$ cat config.mk
export PLATFORM = sky130hd
export DESIGN_NAME = sgd_loss_sched
export DESIGN_NICKNAME = d
export VERILOG_FILES = /design/src/rtl/sgd_loss_sched_pkg.sv /design/src/rtl/sgd_pulse_delay.sv /design/src/rtl/sgd_loss_sched.sv
export SDC_FILE = /design/constraint.sdc
export NUM_CORES = 1
export LEC_CHECK = 0
export CORE_AREA = 4 4 113 115
export CTS_CLUSTER_SIZE = 40
export DETAILED_ROUTE_END_ITERATION = 12
export DIE_AREA = 0 0 117 119
export PLACE_DENSITY = 0.82
export SYNTH_ARGS = -nofsm -noshare
export SYNTH_HDL_FRONTEND = slang
export SYNTH_HIERARCHICAL = 1
export SYNTH_SLANG_ARGS = --single-unit
$ cat constraint.sdc
create_clock -name clk -period 4.2 [get_ports clk]
set_clock_uncertainty 0.2 [all_clocks]
set_input_delay 0.63 -clock clk [delete_from_list [all_inputs] [get_ports clk]]
set_output_delay 0.63 -clock clk [all_outputs]
set_load 0.1 [all_outputs]
$ cat src/rtl/sgd_loss_sched_pkg.sv
// Shared types and constants for the serial loss read-side scheduler.
package sgd_loss_sched_pkg;

  localparam int unsigned ENGINE_NUM     = 8;
  localparam int unsigned FIFO_RD_LAT    = 1;
  localparam int unsigned REG_STAGES     = 2;
  localparam int unsigned ADD_TREE_DEPTH = $clog2(ENGINE_NUM);
  // b must arrive together with the adder-tree sum of the same sample
  localparam int unsigned B_LAT_DEFAULT  = FIFO_RD_LAT + REG_STAGES + ADD_TREE_DEPTH;

  typedef enum logic [1:0] {
    IDLE,
    RUN,
    DRAIN,
    DONE
  } state_t;

  // Pops closer than 2 cycles apart would read stale empty flags
  function automatic logic [3:0] eff_gap(input logic [3:0] gap);
    return (gap < 4'd2) ? 4'd2 : gap;
  endfunction

endpackage

$ cat src/rtl/sgd_pulse_delay.sv
// Fixed-depth pulse delay line with synchronous clear; reports in-flight pulses.
module sgd_pulse_delay #(
  parameter int unsigned DEPTH = 6
) (
  input  logic clk,
  input  logic rst,
  input  logic clr,
  input  logic din,
  output logic dout,
  output logic pending
);

  localparam logic [DEPTH-1:0] HEAD_MASK = {DEPTH{1'b1}} >> 1;

  logic [DEPTH-1:0] stg;
  logic [DEPTH-1:0] din_v;

  assign din_v = DEPTH'(din);

  always_ff @(posedge clk or posedge rst) begin
    if (rst) begin
      stg <= '0;
    end else if (clr) begin
      stg <= '0;
    end else begin
      stg <= (stg << 1) | din_v;
    end
  end

  assign dout = stg[DEPTH-1];
  // The tail is being issued this cycle, so only earlier stages still count
  assign pending = |(stg & HEAD_MASK);

endmodule

$ cat src/rtl/sgd_loss_sched.sv
// Read-side scheduler: pops engine FIFOs together, pops b after a fixed latency.
module sgd_loss_sched
  import sgd_loss_sched_pkg::*;
#(
  parameter int unsigned ENGINE_NUM   = sgd_loss_sched_pkg::ENGINE_NUM,
  parameter int unsigned B_LAT        = B_LAT_DEFAULT,
  parameter int unsigned SKEW_TIMEOUT = 64,
  parameter int unsigned CNT_W        = 32
) (
  input  logic                  clk,
  input  logic                  rst,
  input  logic                  start,
  input  logic                  abort,
  input  logic [CNT_W-1:0]      num_samples,
  input  logic [3:0]            gap_cfg,
  input  logic [ENGINE_NUM-1:0] a_empty,
  input  logic                  b_empty,
  output logic [ENGINE_NUM-1:0] a_rd_en,
  output logic                  b_rd_en,
  output logic                  busy,
  output logic                  done,
  output logic [CNT_W-1:0]      issued_cnt,
  output logic                  skew_err
);

  localparam int unsigned SKEW_W = $clog2(SKEW_TIMEOUT + 1);

  state_t             state;
  logic [CNT_W-1:0]   n_lat;
  logic [3:0]         gap_cnt;
  logic [SKEW_W-1:0]  skew_cnt;
  logic               pop_q;
  logic               dl_pending;
  logic               all_ready;
  logic               skew_cyc;
  logic               pop_ok;

  assign all_ready = (a_empty == '0);
  assign skew_cyc  = (a_empty != '0) && (a_empty != '1);
  assign pop_ok    = (state == RUN) && all_ready && !b_empty &&
                     (gap_cnt == '0) && (issued_cnt < n_lat);

  assign a_rd_en = {ENGINE_NUM{pop_q}};

  sgd_pulse_delay #(
    .DEPTH (B_LAT)
  ) u_b_delay (
    .clk     (clk),
    .rst     (rst),
    .clr     (abort),
    .din     (pop_q),
    .dout    (b_rd_en),
    .pending (dl_pending)
  );

  always_ff @(posedge clk or posedge rst) begin
    if (rst) begin
      state      <= IDLE;
      n_lat      <= '0;
      gap_cnt    <= '0;
      skew_cnt   <= '0;
      pop_q      <= 1'b0;
      busy       <= 1'b0;
      done       <= 1'b0;
      issued_cnt <= '0;
      skew_err   <= 1'b0;
    end else begin
      pop_q <= 1'b0;
      done  <= 1'b0;
      if (gap_cnt != '0) gap_cnt <= gap_cnt - 4'd1;

      if (abort) begin
        state    <= IDLE;
        busy     <= 1'b0;
        skew_cnt <= '0;
      end else begin
        case (state)
          IDLE: begin
            if (start) begin
              n_lat      <= num_samples;
              issued_cnt <= '0;
              skew_err   <= 1'b0;
              skew_cnt   <= '0;
              gap_cnt    <= '0;
              busy       <= 1'b1;
              state      <= (num_samples == '0) ? DRAIN : RUN;
            end
          end
          RUN: begin
            if (skew_cyc) begin
              if (skew_cnt != SKEW_W'(SKEW_TIMEOUT)) skew_cnt <= skew_cnt + SKEW_W'(1);
              if (skew_cnt == SKEW_W'(SKEW_TIMEOUT - 1)) skew_err <= 1'b1;
            end else begin
              skew_cnt <= '0;
            end
            if (pop_ok) begin
              pop_q      <= 1'b1;
              issued_cnt <= issued_cnt + CNT_W'(1);
              gap_cnt    <= eff_gap(gap_cfg) - 4'd1;
              if (issued_cnt + CNT_W'(1) == n_lat) state <= DRAIN;
            end else if (issued_cnt >= n_lat) begin
              state <= DRAIN;
            end
          end
          DRAIN: begin
            // The final a-pop strobe has not entered the delay line yet
            if (!pop_q && !dl_pending) begin
              state <= DONE;
              done  <= 1'b1;
              busy  <= 1'b0;
            end
          end
          DONE: begin
            state <= IDLE;
          end
          default: begin
            state <= IDLE;
          end
        endcase
      end
    end
  end

endmodule

==> reports/results.ini, run 1 <==
[outcome]
status=completed

[timing]
slew_viol_final=0
tightest_slew_ns=1.12
fin_ws_ns=0.270
max_slew_margin_pct=23.5
fin_crit_ns=3.93
fmax_mhz=254
tns_ns=0
fin_crit_sh_pct=93.6
setup_viol=0
rsz0062_at_grt=false
hold_viol_final=0

[final_layout]
nNetsFinal=877
diodes=0
drive_above_1_share_pct=11.5
n_fill_cell=998
multiInputGateArea_um2=3660
final_util_pct=64.4
area_growth_pct=20.4
seq_area_um2=2180
stdcell_count=940

[routing]
drt_wl_total_um=18000
viasPerCell=6.10
drc=0
antenna_left=0
dr.first_iter.drc_count=446
drtPass1Iterations=5
wl_per_cell_um=19.1
route.vias.total=5733

[setup_path]
startpoint_type=flop
cp_common_cell=or4_1
path_max_fanout=10
crit_chain=ha_1 > nand3_4 > or4_4 > or4_1 > nand3b_2 > o211ai_1 > or4_1 > and4bb_1 > o21ai_2 > a211o_1
path_class=reg -> reg
cp_slowest_stage_delay_ns=0.65
endpoint_kind=flop
critPathArrivalTime_ns=3.97
r2r_slack_ns=0.27
cp_num_buf_inv=0
cp_slowest_cell=or4_1
cp.required_ns=4.24
crit_family=simple AND/OR/NAND/NOR gates

[synth]
synth-seq-cells=87
yosys.area.top_type=dfrtp_1
synthTopCellsByArea=dfrtp_1 (34%), ha_1 (7.9%), mux2_2 (5.9%), xnor2_1 (4.0%), nand2_1 (3.6%)
synthesis.area_um2=6310
yosys_warnings=6
syn_area_per_cell_um2=8.94
synth_edf_count=0
synth_cell_types=74
async_flop_share_pct=100
syn_inst=706
synth_flop_cell=dfrtp_1
synth_top_area_share_pct=34.5
synth_nets=795
ys_seq_area_share_pct=34.5

[placement]
pre_cts_slack_ns=0.302
dp_cells=924
io_buffers=92
dp_hpwl_um=13700
place.gp.congestion=0.933

[clock_network]
cts_buffers=9
post_cts_resized=0
h-tree-depth=3
cts_root_buf=clkbuf_16
tritoncts=built
clock_latency_ns=0.35
cts_buffer_depth=2
hold_buffers=0
post_cts_buffers=0
cts.reportedPaths.clkPinSlew_ns=0.07
clock_sinks=87

[hold_path]
hold_class=reg -> reg

[grt]
grt_max_degree=41
grt_pass1_wl_um=29700
overflow=0
first_global_vias=5683
antenna_found_initial=0
grtUsageTotal_pct=27.2

[floorplanning]
rows=40
start_util_pct=53.5
core_um2=11800
dieArea_um2=13900
die_w_um=117
fp.dieH_um=119
io-pin-count=93

[power]
p_total_w=0.00337
ir_worst_vdd_uv=279
power.density_nw_per_um2=443
p_leak_nw=3.35

[run]
cap_violations=0

final timing paths:
path	start	end	depth (start not counted)
worst max-delay path	issued_cnt[0]$_DFFE_PP0P_	state[1]$_DFFE_PP0P_	10
worst min-delay path	u_b_delay/stg[4]$_DFF_PP0_	u_b_delay/stg[5]$_DFF_PP0_	1
worst max register to register	issued_cnt[0]$_DFFE_PP0P_	state[1]$_DFFE_PP0P_	10
worst min register to register	u_b_delay/stg[4]$_DFF_PP0_	u_b_delay/stg[5]$_DFF_PP0_	1
max in group asynchronous	rst	issued_cnt[21]$_DFFE_PP0P_	3
min in group asynchronous	rst	u_b_delay/stg[0]$_DFF_PP0_	2
cell usage in the layout (no fill, tap or decap), types with 3 or more instances in the layout:
cell | netlist | layout
dfrtp_1 | 87 | 85
a31oi_1 | 5 | 5
a211oi_1 | 3 | 3
clkdlybuf4s50_1 | 0 | 92
clkbuf_16 | 0 | 9
o21ai_0 | 42 | 42
xor2_1 | 14 | 14
buf_4 | 9 | 19
a21oi_1 | 29 | 28
o31ai_1 | 3 | 3
mux2i_1 | 11 | 11
inv_1 | 53 | 52
mux2_2 | 33 | 33
nor2b_1 | 9 | 9
nor4_1 | 14 | 14
nand4_1 | 23 | 23
nor3b_1 | 3 | 3
clkinv_2 | 0 | 3
and3_1 | 9 | 9
nand3_1 | 41 | 41
nand3b_1 | 6 | 6
and4_1 | 3 | 3
nor4b_1 | 3 | 3
or3_1 | 12 | 12
nand2_1 | 61 | 61
xnor2_1 | 29 | 29
o21a_1 | 6 | 6
a211o_1 | 3 | 3
o31a_1 | 4 | 4
o211ai_1 | 5 | 5
ha_1 | 40 | 40
nor3_1 | 14 | 14
nor2_1 | 45 | 45
a21o_1 | 10 | 10
or4_1 | 7 | 7
registers in the layout, indices dropped and copies added, names as in the netlist:
name,count
gap_cnt,4
state,2
skew_cnt,7
busy,1
u_b_delay/stg,6
skew_err,1
done,1
issued_cnt,32
pop_q,1
n_lat,32
cell families (layout without fill, tap and decap cells):
kind of cell / count (synthesis) / count (layout) / synth area share, %
and+or+nand+nor: 270 / 270 / 23.4
AOI/OAI and AO/OA: 129 / 129 / 12.9
buffers and inverters: 93 / 180 / 7.69
DFF: 87 / 87 / 34.5
muxes: 44 / 44 / 7.63
xor gates and xnor gates: 43 / 43 / 5.96
adders and majority gates: 40 / 40 / 7.93
cell type report:
class | instances | share of cell area (%)
multi-input combinational | 526 | 48.1
tap | 147 | 2.42
sequential | 87 | 28.7
clock buffer | 9 | 2.96
clock inverter | 7 | 1.25
timing repair buffer | 111 | 14.0
inverter | 53 | 2.63
cells in the mapped netlist, types with 6 or more instances:
master,count
nand3b_1,6
xor2_1,14
nand4_1,23
mux2_2,33
nor2_1,45
nor4_1,14
o21ai_0,42
nor2b_1,9
nand3_1,41
a21oi_1,29
nand2_1,61
and3_1,9
o21a_1,6
dfrtp_1,87
mux2i_1,11
or4_1,7
clkbuf_1,18
buf_4,9
or3_1,12
nor3_1,14
ha_1,40
a21o_1,10
inv_1,53
clkbuf_8,8
xnor2_1,29
metal layers:
metal  wire, um  global-route usage [%]
met1       7690                    37.1
met2       8770                    43.4
met3        963                    3.40
met4        569                    11.3
met5          0                       0
where the power goes:
| part | internal (W) | switching [W] | total [W] |
|---|---|---|---|
| sequential | 0.00103 | 0.000206 | 0.00123 |
| combinational | 0.000575 | 0.000682 | 0.00126 |
| clock | 0.000522 | 0.000357 | 0.000879 |
| total | 0.00213 | 0.00124 | 0.00337 |
metrics by stage:
| stage | cell area (um^2) | hold slack [ns] |
|---|---|---|
| 3_5_place_dp | 7280 | 0.287 |
| 5_1_grt | 7600 | 0.331 |
| 6_report | 7600 | 0.298 |
| 4_1_cts | 7600 | 0.301 |
| 3_3_place_gp | 7280 | 0.275 |
| 2_1_floorplan | 6320 | 0.221 |
Power figures use the tool's default switching activity.
==> inputs of run 2 (changes only) <==
--- a/config.mk
+++ b/config.mk
@@ -5,11 +5,11 @@
 export SDC_FILE = /design/constraint.sdc
 export NUM_CORES = 1
 export LEC_CHECK = 0
-export CORE_AREA = 4 4 113 115
+export CORE_AREA = 4 4 101 127
 export CTS_CLUSTER_SIZE = 40
 export DETAILED_ROUTE_END_ITERATION = 12
-export DIE_AREA = 0 0 117 119
-export PLACE_DENSITY = 0.82
+export DIE_AREA = 0 0 105 131
+export PLACE_DENSITY = 0.83
 export SYNTH_ARGS = -nofsm -noshare
 export SYNTH_HDL_FRONTEND = slang
 export SYNTH_HIERARCHICAL = 1
==> run 2 against run 1 <==
Compared with the run above:
- register-to-register slack got worse by 0.17 ns
- design area barely moved
- via count rose by 0.82%
- worst setup slack got worse by 0.17 ns
- cell count fell by 0.85%
- clock power fell by 4.2%
- wire length rose by 1.8%
- non-clock buffer count rose by 1
- largest cell class unchanged
==> reports/results.ini, run 2 (synthesis gave the netlist of run 1 again) <==
[outcome]
status=completed

[routing]
drt_wl_total_um=18300  ; +1.8%
antenna_left=0  ; unchanged
dr.first_iter.drc_count=421  ; -5.6%
drc=0  ; unchanged
drtPass1Iterations=5  ; unchanged
route.vias.total=5780  ; +0.82%
wl_per_cell_um=19.6  ; +2.6%
viasPerCell=6.20  ; +1.7%

[grt]
grtUsageTotal_pct=27.1  ; -0.071 points
first_global_vias=5618  ; -1.1%
overflow=0  ; unchanged
antenna_found_initial=0  ; unchanged
grt_max_degree=82  ; +100%
grt_pass1_wl_um=29400  ; -1.0%

[power]
seq_power_share_pct=37.2  ; +0.6 points
power.density_nw_per_um2=435  ; -1.8%
p_total_w=0.00331  ; -1.8%
ir_worst_vdd_uv=216  ; -23%
p_int_w=0.00209  ; -1.5%
p_leak_nw=3.36  ; +0.28%
switching_power_w=0.00122  ; -2.3%
clkPwrFrac_pct=25.4  ; -0.7 points
pwr-share-comb_pct=37.4  ; about the same
p_sw_share_pct=36.7  ; -0.19 points

[clock_network]
cts_buffers=9  ; unchanged
cts_root_buf=clkbuf_16
post_cts_buffers=0  ; unchanged
clock_latency_ns=0.35  ; about the same
hold_buffers=0  ; unchanged
cts.reportedPaths.clkPinSlew_ns=0.07  ; about the same
cts_buffer_depth=2  ; unchanged
post_cts_resized=0  ; unchanged
h-tree-depth=3  ; unchanged
clock_sinks=87  ; unchanged
tritoncts=built

[timing]
fin_crit_ns=4.10  ; +0.169 ns
fmax_mhz=244  ; -4.1%
tightest_slew_ns=1.05  ; -0.0682 ns
max_slew_margin_pct=30.2  ; +6.7 points
fin_crit_sh_pct=97.6  ; +4.0 points
rsz0062_at_grt=false
setup_viol=0  ; unchanged
fin_ws_ns=0.101  ; -0.169 ns
tns_ns=0  ; unchanged
slew_viol_final=0  ; unchanged
hold_viol_final=0  ; unchanged

[setup_path]
cp_slowest_stage_delay_ns=0.68  ; +0.03 ns
cp_num_buf_inv=0  ; unchanged
endpoint_kind=flop
cp_slowest_cell=or4_1
crit_family=simple AND/OR/NAND/NOR gates
path_max_fanout=10  ; unchanged
worstSetupStartpoint=issued_cnt[0]$_DFFE_PP0P_
path_class=reg -> reg
critPathArrivalTime_ns=4.12  ; +0.15 ns
startpoint_type=flop
crit_chain=ha_1 > nand3_4 > or4_4 > or4_1 > nand3b_2 > o211ai_1 > or4_1 > and4bb_1 > o21ai_2 > a211o_1
rr_startpoint=issued_cnt[0]$_DFFE_PP0P_
cp.required_ns=4.22  ; -0.02 ns
cp_common_cell=or4_1

[final_layout]
diodes=0  ; unchanged
largestRegisters=issued_cnt: 32 flops, n_lat: 32 flops, skew_cnt: 7 flops
layout_common_cells=clkdlybuf4s50_1 (92), dfrtp_1 (85), nand2_1 (61)
drive_above_1_share_pct=11.5  ; -0.014 points
area_growth_pct=20.4  ; about the same
stdcell_count=932  ; -0.85%
nNetsFinal=878  ; +0.11%
final_util_pct=65.7  ; +1.4 points
mostFrequentLayoutCell=clkdlybuf4s50_1

[placement]
place.gp.congestion=0.976  ; +4.6%
io_buffers=92  ; unchanged
dp_hpwl_um=13700  ; -0.34%
pre_cts_slack_ns=0.154  ; -0.147 ns
dp_cells=916  ; -0.87%

[floorplanning]
die_w_um=105  ; -10%
start_util_pct=54.6  ; +1.2 points
rows=44  ; +10%
dieArea_um2=13800  ; -1.2%
fp.dieH_um=131  ; +10%
io-pin-count=93  ; unchanged
core_um2=11600  ; -2.1%

[hold_path]
min-delay-start=n_lat[5]$_DFFE_PP0P_
hold_class=reg -> reg

[run]
cap_violations=0  ; unchanged

run 2: cell types whose count changed in the layout (fill, tap and decap cells not counted), sizes merged:
cell and change:
buf +1, bufinv -1, clkbuf +3, clkinv -1, clkinvlp -1
run 2: per-layer routing:
metal | track usage, % | part of all wire [%]
met5 | 0 | 0
met4 | 12.3 | 3.9
met3 | 3.59 | 6.1
met2 | 47.5 | 50
met1 | 33.6 | 40
run 2: area by class of cell:
type,instances,area (um^2)
fillers,945,3960
multi-input cells,526,3660
flip-flops and latches,87,2180
repair buffers,112,1080
clock buffers,12,256
inverters,53,200
well taps,138,173
clock inverters,4,52.6
run 2: power by group through the flow:
stage	logic [W]	registers (W)	clock network, W
5_1_grt	0.00137	0.00126	0.000884
6_report	0.00124	0.00123	0.000842
3_3_place_gp	0.00117	0.00123	0
4_1_cts	0.00123	0.00123	0.000847
3_5_place_dp	0.00122	0.00124	0
2_1_floorplan	0.000880	0.00121	0
run 2: worst paths after layout:
kind | to | slack (ns) | cells past startpoint
min | n_lat[5]$_DFFE_PP0P_ | 0.31 | 1
max | state[0]$_DFFE_PP0P_ | 0.10 | 10
max in group asynchronous | n_lat[19]$_DFFE_PP0P_ | 2.89 | 3
min in group asynchronous | u_b_delay/stg[2]$_DFF_PP0_ | 0.35 | 2
min reg2reg | n_lat[5]$_DFFE_PP0P_ | 0.31 | 1
max reg2reg | state[0]$_DFFE_PP0P_ | 0.10 | 10
run 2: worst reg2reg max path, cell delays in order, from the launching register on:
cell	delay [ns]
dfrtp_2	0.43
ha_1	0.35
nand3_4	0.17
or4_4	0.63
or4_1	0.68
nand3b_2	0.14
o211ai_1	0.09
or4_1	0.50
and4bb_1	0.38
o21ai_2	0.09
a211o_1	0.31
run 2: stage by stage:
| stage | hold slack, ns | cell area, um^2 |
|---|---|---|
| global route | 0.315 | 7600 |
| finish | 0.309 | 7600 |
| global placement | 0.275 | 7290 |
| floorplan | 0.221 | 6320 |
| detailed placement | 0.293 | 7290 |
| CTS | 0.309 | 7600 |
==> inputs of run 3 (changes only) <==
--- a/config.mk
+++ b/config.mk
@@ -9,6 +9,7 @@
 export CTS_CLUSTER_SIZE = 40
 export DETAILED_ROUTE_END_ITERATION = 12
 export DIE_AREA = 0 0 105 131
+export GPL_ROUTABILITY_DRIVEN = 0
 export PLACE_DENSITY = 0.83
 export SYNTH_ARGS = -nofsm -noshare
 export SYNTH_HDL_FRONTEND = slang
==> run 3 against run 2 <==
Compared with the run above:
- global-route usage fell by 0.69 points
- power shrank 2.0%
- clock power is 9.7% lower
- count of clock-buffer cells in the layout down 1
- wire length decreased by 2.7%
- die area did not move
- combinational power about the same
- cell count is 0.86% lower
- maximum frequency is 3.3% higher
==> reports/results.ini, run 3 (synthesis gave the netlist of run 1 again) <==
[placement]
dp_hpwl_um=13300  ; -3.2%
placed_area_um2=7220  ; -1.0%
io_buffers=92  ; unchanged
pre_cts_slack_ns=0.217  ; +0.0625 ns

[clock_network]
clock_latency_ns=0.35  ; about the same
cts_buffer_depth=2  ; unchanged
cts_root_buf=clkbuf_16
h-tree-depth=3  ; unchanged
tritoncts=built
cts.reportedPaths.clkPinSlew_ns=0.07  ; about the same
clock_sinks=87  ; unchanged
cts_buffers=9  ; unchanged

[final_layout]
seq_area_um2=2180  ; unchanged
multiInputGateArea_um2=3660  ; about the same
nNetsFinal=870  ; -0.91%
layout_common_cells=clkdlybuf4s50_1 (92), dfrtp_1 (85), nand2_1 (61)
largestRegisters=issued_cnt: 32 flops, n_lat: 32 flops, skew_cnt: 7 flops
final_util_pct=64.9  ; -0.88 points
final_cell_area_um2=7500  ; -1.3%
diodes=0  ; unchanged
mostFrequentLayoutCell=clkdlybuf4s50_1
n_fill_cell=908  ; -3.9%
area_growth_pct=18.8
drive_above_1_share_pct=10.7  ; -0.77 points

[floorplanning]
io-pin-count=93  ; unchanged
fp.dieH_um=131  ; unchanged
die_w_um=105  ; unchanged
dieArea_um2=13800  ; unchanged
core_um2=11600  ; unchanged
rows=44  ; unchanged
start_util_pct=54.6  ; unchanged

[power]
seq_power_share_pct=38.1  ; +0.9 points
p_sw_share_pct=37.8  ; +1.1 points
switching_power_w=0.00123  ; +0.91%
ir_worst_vdd_uv=217  ; +0.27%
power.density_nw_per_um2=433  ; -0.65%
p_total_w=0.00324  ; -2.0%
clkPwrFrac_pct=23.4  ; -2.0 points
p_int_w=0.00202  ; -3.6%
p_leak_nw=3.29  ; -2.1%
pwr-share-comb_pct=38.5  ; +1.1 points

[setup_path]
endpoint_kind=flop
path_max_fanout=10  ; unchanged
critPathArrivalTime_ns=4.00  ; -0.12 ns
cp.required_ns=4.23  ; about the same
startpoint_type=flop
cp_slowest_stage_delay_ns=0.66  ; -0.02 ns
cp_num_buf_inv=0  ; unchanged
path_class=reg -> reg
crit_chain=ha_2 > nand3_4 > or4_4 > or4_1 > xor2_1 > o21ai_0 > or4_1 > and4bb_1 > o21ai_2 > a211o_1
cp_slowest_cell=or4_1
cp_common_cell=or4_1
crit_family=simple AND/OR/NAND/NOR gates

[grt]
grt_pass1_wl_um=28800  ; -2.1%
first_global_vias=5815  ; +3.5%
antenna_found_initial=0  ; unchanged
grtUsageTotal_pct=26.4  ; -0.69 points
overflow=0  ; unchanged
grt_max_degree=36  ; -56%

[routing]
dr.first_iter.drc_count=502  ; +19%
drtPass1Iterations=5  ; unchanged
antenna_left=0  ; unchanged
route.vias.total=5852  ; +1.2%
drc=0  ; unchanged
drt_wl_total_um=17800  ; -2.7%
wl_per_cell_um=19.3  ; -1.8%
viasPerCell=6.33  ; +2.1%

[outcome]
status=completed

[timing]
rsz0062_at_grt=false
fin_crit_ns=3.97  ; -0.130 ns
fin_crit_sh_pct=94.5  ; -3.1 points
fmax_mhz=252  ; +3.3%
fin_ws_ns=0.231  ; +0.130 ns
max_slew_margin_pct=24.0  ; -6.1 points
hold_viol_final=0  ; unchanged
tns_ns=0  ; unchanged
slew_viol_final=0  ; unchanged
tightest_slew_ns=1.11  ; +0.0603 ns
setup_viol=0  ; unchanged

[run]
cap_violations=0  ; unchanged

[hold_path]
hold_class=reg -> reg

[run 3: path summary, 6_finish.rpt]
path / startpoint / endpoint / slack, ns / depth (start not counted)
worst min register to register: u_b_delay/stg[0]$_DFF_PP0_ / u_b_delay/stg[1]$_DFF_PP0_ / 0.31 / 1
worst max register to register: issued_cnt[0]$_DFFE_PP0P_ / state[0]$_DFFE_PP0P_ / 0.23 / 10
worst max-delay path: issued_cnt[0]$_DFFE_PP0P_ / state[0]$_DFFE_PP0P_ / 0.23 / 10
worst min-delay path: u_b_delay/stg[0]$_DFF_PP0_ / u_b_delay/stg[1]$_DFF_PP0_ / 0.31 / 1
max in group asynchronous: rst / issued_cnt[0]$_DFFE_PP0P_ / 2.46 / 3
min in group asynchronous: rst / u_b_delay/stg[1]$_DFF_PP0_ / 0.36 / 2
[run 3: layer usage]
layer / GRT usage, % / routed length, um / vias up
li1: - / - / 2689
met1: 31.3 / 6930 / 2795
met2: 45.8 / 8780 / 306
met3: 4.72 / 1350 / 62
met4: 14.8 / 765 / 0
met5: 0 / 0 / -
[run 3: area by class of cell]
| cell class | count | share of cell area (%) |
|---|---|---|
| multi-input cells | 526 | 48.8 |
| well taps | 138 | 2.30 |
| flip-flops and latches | 87 | 29.1 |
| clock buffers | 11 | 3.24 |
| repair buffers | 104 | 13.5 |
| inverters | 53 | 2.67 |
| clock inverters | 5 | 0.467 |
[run 3: timing repair]
action,4_1_cts,5_1_grt
gates resized for setup,0,1
buffers inserted,0,0
hold buffers,0,0
endpoints found under the setup margin,0,2
[run 3: stage by stage]
stage	std cells	hold slack, ns
after CTS	924	0.314
after global placement	908	0.278
final	924	0.306
after detailed placement	908	0.290
after global routing	924	0.342
after floorplan	706	0.221
[run 3: power by group through the flow]
stage	logic, W	registers [W]	clock network, W
3_3_place_gp	0.00115	0.00123	0
3_5_place_dp	0.00122	0.00125	0
5_1_grt	0.00138	0.00126	0.000805
4_1_cts	0.00123	0.00124	0.000764
2_1_floorplan	0.000880	0.00121	0
6_report	0.00125	0.00124	0.000760
==> variant 1 (settings of run 3) <==
Make the reset (`rst`) synchronous in 2 clocked blocks.
--- a/src/rtl/sgd_pulse_delay.sv
+++ b/src/rtl/sgd_pulse_delay.sv
@@ -17,7 +17,7 @@
 
   assign din_v = DEPTH'(din);
 
-  always_ff @(posedge clk or posedge rst) begin
+  always_ff @(posedge clk) begin
     if (rst) begin
       stg <= '0;
     end else if (clr) begin
--- a/src/rtl/sgd_loss_sched.sv
+++ b/src/rtl/sgd_loss_sched.sv
@@ -53,7 +53,7 @@
     .pending (dl_pending)
   );
 
-  always_ff @(posedge clk or posedge rst) begin
+  always_ff @(posedge clk) begin
     if (rst) begin
       state      <= IDLE;
       n_lat      <= '0;
Check against the original RTL: differs if rst is asserted again (counterexample within 4 cycles, from zero or initial values and one cycle with rst high); with rst held inactive, the same outputs for 4 cycles.
==> variant 1 against run 3 <==
  * Sequential cell count stayed put
  * Worst setup slack improved by 0.57 ns
  * Area after synthesis is 3.9% lower
  * Routed wire length shrank 2.1%
  * Design area shrank 1.8%
  * Critical path type unchanged
  * Critical endpoint is now issued_cnt[25]
  * Largest cell class unchanged
Power is not compared: it rests on default switching activity, and its combinational part moved more than twofold at a synthesized area within 25%.
==> variant 1: results (changes against run 3) <==
Placement
The pre-CTS setup slack came to 0.718 ns (+0.501 ns). The post-place instance area is 7010 um2 (-2.9%). The detailed placer's ending HPWL was 12,800 um (-3.7%).

The count of buffers from port buffering is 92 (unchanged).

Critical path
The cell type group with the largest total delay on the critical path is simple AND/OR/NAND/NOR gates. The worst path arrival time is 3.47 ns (-0.53 ns). The delay of the slowest cell on the worst path is 0.61 ns (-0.05 ns).

The highest fanout seen on the critical path is 17 (+7). For this design, the slowest cell found on the critical path is sky130_fd_sc_hd__dfxtp_1.

Power
The worst vdd rail ir drop is 0.203 mV. The analysis attributes to cell leakage a power of 2.70 nW.

Synth
The sequential element share of the synthesized area is 0.287 (-0.0577). The number of distinct standard cells referenced by the synthesized netlist came to 79 (+6.8%). The synthesized net count is 875 (+10%).

The share of flip-flops with an asynchronous set or reset after synthesis came to 0 (-1.00). In the post-synthesis netlist, the biggest area contributors are sky130_fd_sc_hd__dfxtp_1 (29%), sky130_fd_sc_hd__ha_1 (8.2%), sky130_fd_sc_hd__nand2_1 (6.4%). The top flip-flop cell by instance count after synthesis is sky130_fd_sc_hd__dfxtp_1.

In the synthesized netlist, the cells that appear most often are sky130_fd_sc_hd__nand2_1 (103), sky130_fd_sc_hd__dfxtp_1 (87), sky130_fd_sc_hd__a21oi_1 (64). The count of warnings emitted by yosys is 6 (unchanged).

Route
The routed metal-1 wire length was 6810 um (-1.6%). The met2 routed wirelength is 8350 um (-4.9%). The top layer used by detailed routing is met4.

The total routed wirelength came to 17,400 um (-2.1%). The count of vias placed by the detailed router is 6,148 (+5.1%). The number of violations reported at the end of detailed-routing iteration 0 is 413 (-18%). The number of iterations in the first detailed-routing pass was 9 (+4). The routed length on met3 is 1400 um (+3.8%).

Clock tree
The post-cts gate resize count is 0 (unchanged). The buffer count from post-CTS setup fixing was 0 (unchanged). The CTS H-tree depth is 3 (unchanged).

The total clock buffers created by CTS is 9 (unchanged). CTS placed an instance of sky130_fd_sc_hd__clkbuf_16 at the clock tree root. The clock slew at the register clock pins of the worst setup and hold paths is 0.07 ns (about the same). The source-to-sink clock delay at the later pin of the worst-skew pair is 0.35 ns (about the same).

Cells and area
The net count of the finished layout is 941 (+8.2%). In the final layout, the registers with the most flip-flops are issued_cnt: 32 flops, n_lat: 32 flops, skew_cnt: 7 flops. The proportion of layout cells with a drive suffix above 1 is 0.0700 (-0.0369).

The number of diodes is 0 (unchanged). The number of fillers in the final layout came to 1,004 (+11%).

GRT
The via count of the first global-routing pass is 5,873 (+1.0%). The total track usage is 0.258 (-0.00641). The largest net degree at the start of global routing is 35 (-2.8%). The number of antenna violations at the first check in global routing is 0 (unchanged).

The first-pass GRT wire length came to 28,700 um (-0.41%).

Status
The flow ran to the end, and the final reports show no timing, DRC or antenna violations.

Timing
The slew at the pin closest to its max-slew limit is 0.999 ns (-0.108 ns).

Hold path
In this run the worst hold path is classified as flop to flop.
-- variant 1: routing by layer --
layer  up-vias  GRT usage
met5         -          0
met4         0      0.139
met3        77     0.0545
met2       302      0.442
met1      2855      0.305
li1       2914          -
-- variant 1: path summary, 6_finish.rpt --
check / start / end / slack, ns / depth (start not counted)
worst max register to register: issued_cnt[26] / issued_cnt[25] / 0.80 / 11
worst min register to register: n_lat[2] / n_lat[2] / 0.25 / 2
worst min-delay path: n_lat[2] / n_lat[2] / 0.25 / 2
worst max-delay path: issued_cnt[26] / issued_cnt[25] / 0.80 / 11
-- variant 1: where the power goes --
| part | switching (W) | internal [W] |
|---|---|---|
| sequential | 0.0000289 | 0.000855 |
| clock | 0.000348 | 0.000602 |
| combinational | 0.000188 | 0.000157 |
| total | 0.000565 | 0.00161 |
-- variant 1: logic make-up (layout without fill, tap and decap cells) --
group           count (synthesis)  after routing  share of synthesized area
fa+ha+maj                      40             40                     0.0825
compound gates                166            166                      0.169
buf+inv                       105            176                     0.0753
simple gates                  331            331                      0.302
flops                          87             87                      0.287
xor+xnor                       49             49                     0.0707
mux                             8              8                     0.0134
-- variant 1: worst register-to-register path: cells and delay by family (launching register included) --
kind                     cells  cell delay (ns)
buffers and inverters        2             0.40
AND/OR/NAND/NOR              6             1.32
flip-flops                   1             0.61
adder cells (fa/ha/maj)      1             0.34
AO/OA/AOI/OAI                2             0.46
-- variant 1: cell type report --
cell class              count  area, um2  area share
clock buffers              10        239      0.0325
clock inverters             6        116      0.0158
inverters                  55        206      0.0280
multi-input cells         594       3870       0.526
flip-flops and latches     87       1740       0.237
well taps                 138        173      0.0235
repair buffers            105       1010       0.138
-- variant 1: stage by stage --
| stage | power, W | hold WS, ns | std cells |
|---|---|---|---|
| 4_1_cts | 0.00219 | 0.259 | 995 |
| 6_report | 0.00218 | 0.254 | 995 |
| 3_3_place_gp | 0.00123 | 0.242 | 979 |
| 3_5_place_dp | 0.00124 | 0.251 | 979 |
| 5_1_grt | 0.00226 | 0.275 | 995 |
| 2_1_floorplan | 0.00112 | 0.231 | 786 |
==> variant 2 (config.mk and constraints of run 3) <==
Without the edit above. Set the package constant `FIFO_RD_LAT` to 2 (it was 1).
--- a/src/rtl/sgd_loss_sched_pkg.sv
+++ b/src/rtl/sgd_loss_sched_pkg.sv
@@ -2,7 +2,7 @@
 package sgd_loss_sched_pkg;
 
   localparam int unsigned ENGINE_NUM     = 8;
-  localparam int unsigned FIFO_RD_LAT    = 1;
+  localparam int unsigned FIFO_RD_LAT    = 2;
   localparam int unsigned REG_STAGES     = 2;
   localparam int unsigned ADD_TREE_DEPTH = $clog2(ENGINE_NUM);
   // b must arrive together with the adder-tree sum of the same sample
Formal check against the unedited RTL: not equivalent (Yosys sat finds a counterexample within 10 cycles, from zero or initial values and one cycle with rst high).
==> variant 2 against run 3 <==
  * Power up 3.2%
  * Worst setup slack got worse by 0.12 ns
  * Final cell count rose by 0.32%
  * Sequential cell count rose by 1
  * Critical path type unchanged
  * Fmax decreased by 2.8%
  * Global-route usage shrank 0.12 points
  * Sequential power hardly changed
  * Design area is 0.97% higher
  * Non-clock buffer count up 1
  * Area after synthesis rose by 0.52%
  * Highest routed layer unchanged
  * Routed wire length is 1.4% higher
==> variant 2: results (changes against run 3) <==
Timing
The headroom to the max-slew limit is 0.315 (+0.0747).

Critical path
The cell type group with the largest total delay on the critical path is simple AND/OR/NAND/NOR gates. The worst path arrival time is 4.13 ns (+0.13 ns). The delay of the slowest cell on the worst path came to 0.68 ns (+0.02 ns). The master of the slowest instance on the critical path is sky130_fd_sc_hd__or4_1. The highest fanout seen on the critical path is 10 (unchanged).

Clock tree
The buffer levels on the longest clock path is 2 (unchanged). The post-cts gate resize count is 0 (unchanged). The CTS H-tree depth came to 3 (unchanged). The clock slew at the register clock pins of the worst setup and hold paths is 0.07 ns (about the same). The root cell of the clock tree is sky130_fd_sc_hd__clkbuf_16. The total clock buffers created by CTS is 9 (unchanged). The buffer count from post-CTS setup fixing is 0 (unchanged). The source-to-sink clock delay at the later pin of the worst-skew pair is 0.35 ns (about the same).

Placement
The placed instance count is 911 (+0.33%). The detailed placer's ending HPWL is 13,500 um (+1.4%). The count of buffers from port buffering came to 92 (unchanged).

Hold path
The class of the tightest hold or removal check is flop to flop.

Cells and area
The largest registers in the layout are issued_cnt: 32 flops, n_lat: 32 flops. The final standard cell count with taps included and fillers excluded came to 927 (+0.32%). The proportion of layout cells with a drive suffix above 1 is 0.108 (+0.000861). The net count of the finished layout came to 873 (+0.34%). The number of diodes was 0 (unchanged).

GRT
The via count of the first global-routing pass is 5,898 (+1.4%). The largest net degree at the start of global routing came to 36 (unchanged). The number of antenna violations at the first check in global routing came to 0 (unchanged). The first-pass GRT wire length is 29,000 um (+0.48%).

The total track usage came to 0.263 (-0.00116).

Route
The number of iterations in the first detailed-routing pass is 5 (unchanged). The routed via count divided by cell count is 6.36 (+0.41%). The total routed wirelength is 18,100 um (+1.4%).

The number of violations reported at the end of detailed-routing iteration 0 is 427 (-15%).

Status
The flow ran to the end, and the final reports show no timing, DRC or antenna violations.

Synth
The count of warnings emitted by yosys is 6 (unchanged). The sequential element share of the synthesized area was 0.347 (+0.00218). The share of flip-flops with an asynchronous set or reset after synthesis came to 1.00 (unchanged). The synthesized instance count was 708 (+0.28%).

In the post-synthesis netlist, the biggest area contributors are sky130_fd_sc_hd__dfrtp_1 (35%), sky130_fd_sc_hd__ha_1 (7.9%), sky130_fd_sc_hd__mux2_2 (5.9%). The number of distinct standard cells referenced by the synthesized netlist is 74 (unchanged). The synthesized net count is 797 (+0.25%). Counting instances in the post-synthesis netlist gives the leading cell types as sky130_fd_sc_hd__dfrtp_1 (88), sky130_fd_sc_hd__nand2_1 (61), sky130_fd_sc_hd__inv_1 (53).

Power
The worst vdd rail ir drop is 0.208 mV (-4.2%). The leakage power figure was 3.34 nW (+1.4%).

Job
The total of max-cap violations is 0 (unchanged).
variant 2: changes by cell type in the layout (fill, tap and decap cells not counted), sizes merged:
cell | run 3 | this run
inv | 52 | 55
clkinv | 5 | 3
buf | 12 | 13
bufinv | 0 | 1
clkbuf | 11 | 10
clkinvlp | 1 | 0
dfrtp | 87 | 88
nor2b | 9 | 10
nor3 | 14 | 13
nor4 | 16 | 17
variant 2: path summary, 6_finish.rpt:
kind,from,to,slack [ns],depth (start not counted)
min,n_lat[5],n_lat[5],0.31,1
max,issued_cnt[0],state[0],0.12,10
min in group asynchronous,rst,u_b_delay/stg[3],0.36,2
min reg2reg,n_lat[5],n_lat[5],0.31,1
max reg2reg,issued_cnt[0],state[0],0.12,10
max in group asynchronous,rst,n_lat[18],2.64,3
variant 2: stage by stage:
stage / power (W) / area [um2] / setup WS (ns)
4_1_cts: 0.00334 / 7570 / 0.163
5_1_grt: 0.00354 / 7570 / 0.0158
2_1_floorplan: 0.00210 / 6350 / 0.0132
6_report: 0.00335 / 7570 / 0.115
3_5_place_dp: 0.00247 / 7260 / 0.186
3_3_place_gp: 0.00239 / 7260 / 0.336
variant 2: power breakdown:
group / leakage [nW] / internal, W / switching (W)
clock network: 0.154 / 0.000486 / 0.000373
logic: 2.04 / 0.000572 / 0.000676
registers: 1.14 / 0.00104 / 0.000204
total: 3.34 / 0.00210 / 0.00125
variant 2: final cells by class:
cell class                 instances  area (um2)
clock buffer                      10         239
clock inverter                     6        73.8
fill                             913        3990
inverter                          53         200
multi-input combinational        527        3660
sequential                        88        2200
tap                              138         173
timing repair buffer             105        1020
variant 2: metal layers:
metal / routed length (um) / global-route usage / vias up
met5: 0 / 0 / -
met4: 852 / 0.159 / 0
met3: 1200 / 0.0378 / 59
met2: 9110 / 0.473 / 306
met1: 6890 / 0.298 / 2845
li1: - / - / 2685
variant 2: logic make-up after synthesis:
logic type / Yosys count / synth area share
buf+inv: 93 / 0.0765
compound gates: 129 / 0.128
flops: 88 / 0.347
simple gates: 271 / 0.234
fa+ha+maj: 40 / 0.0788
mux: 44 / 0.0759
xor+xnor: 43 / 0.0593
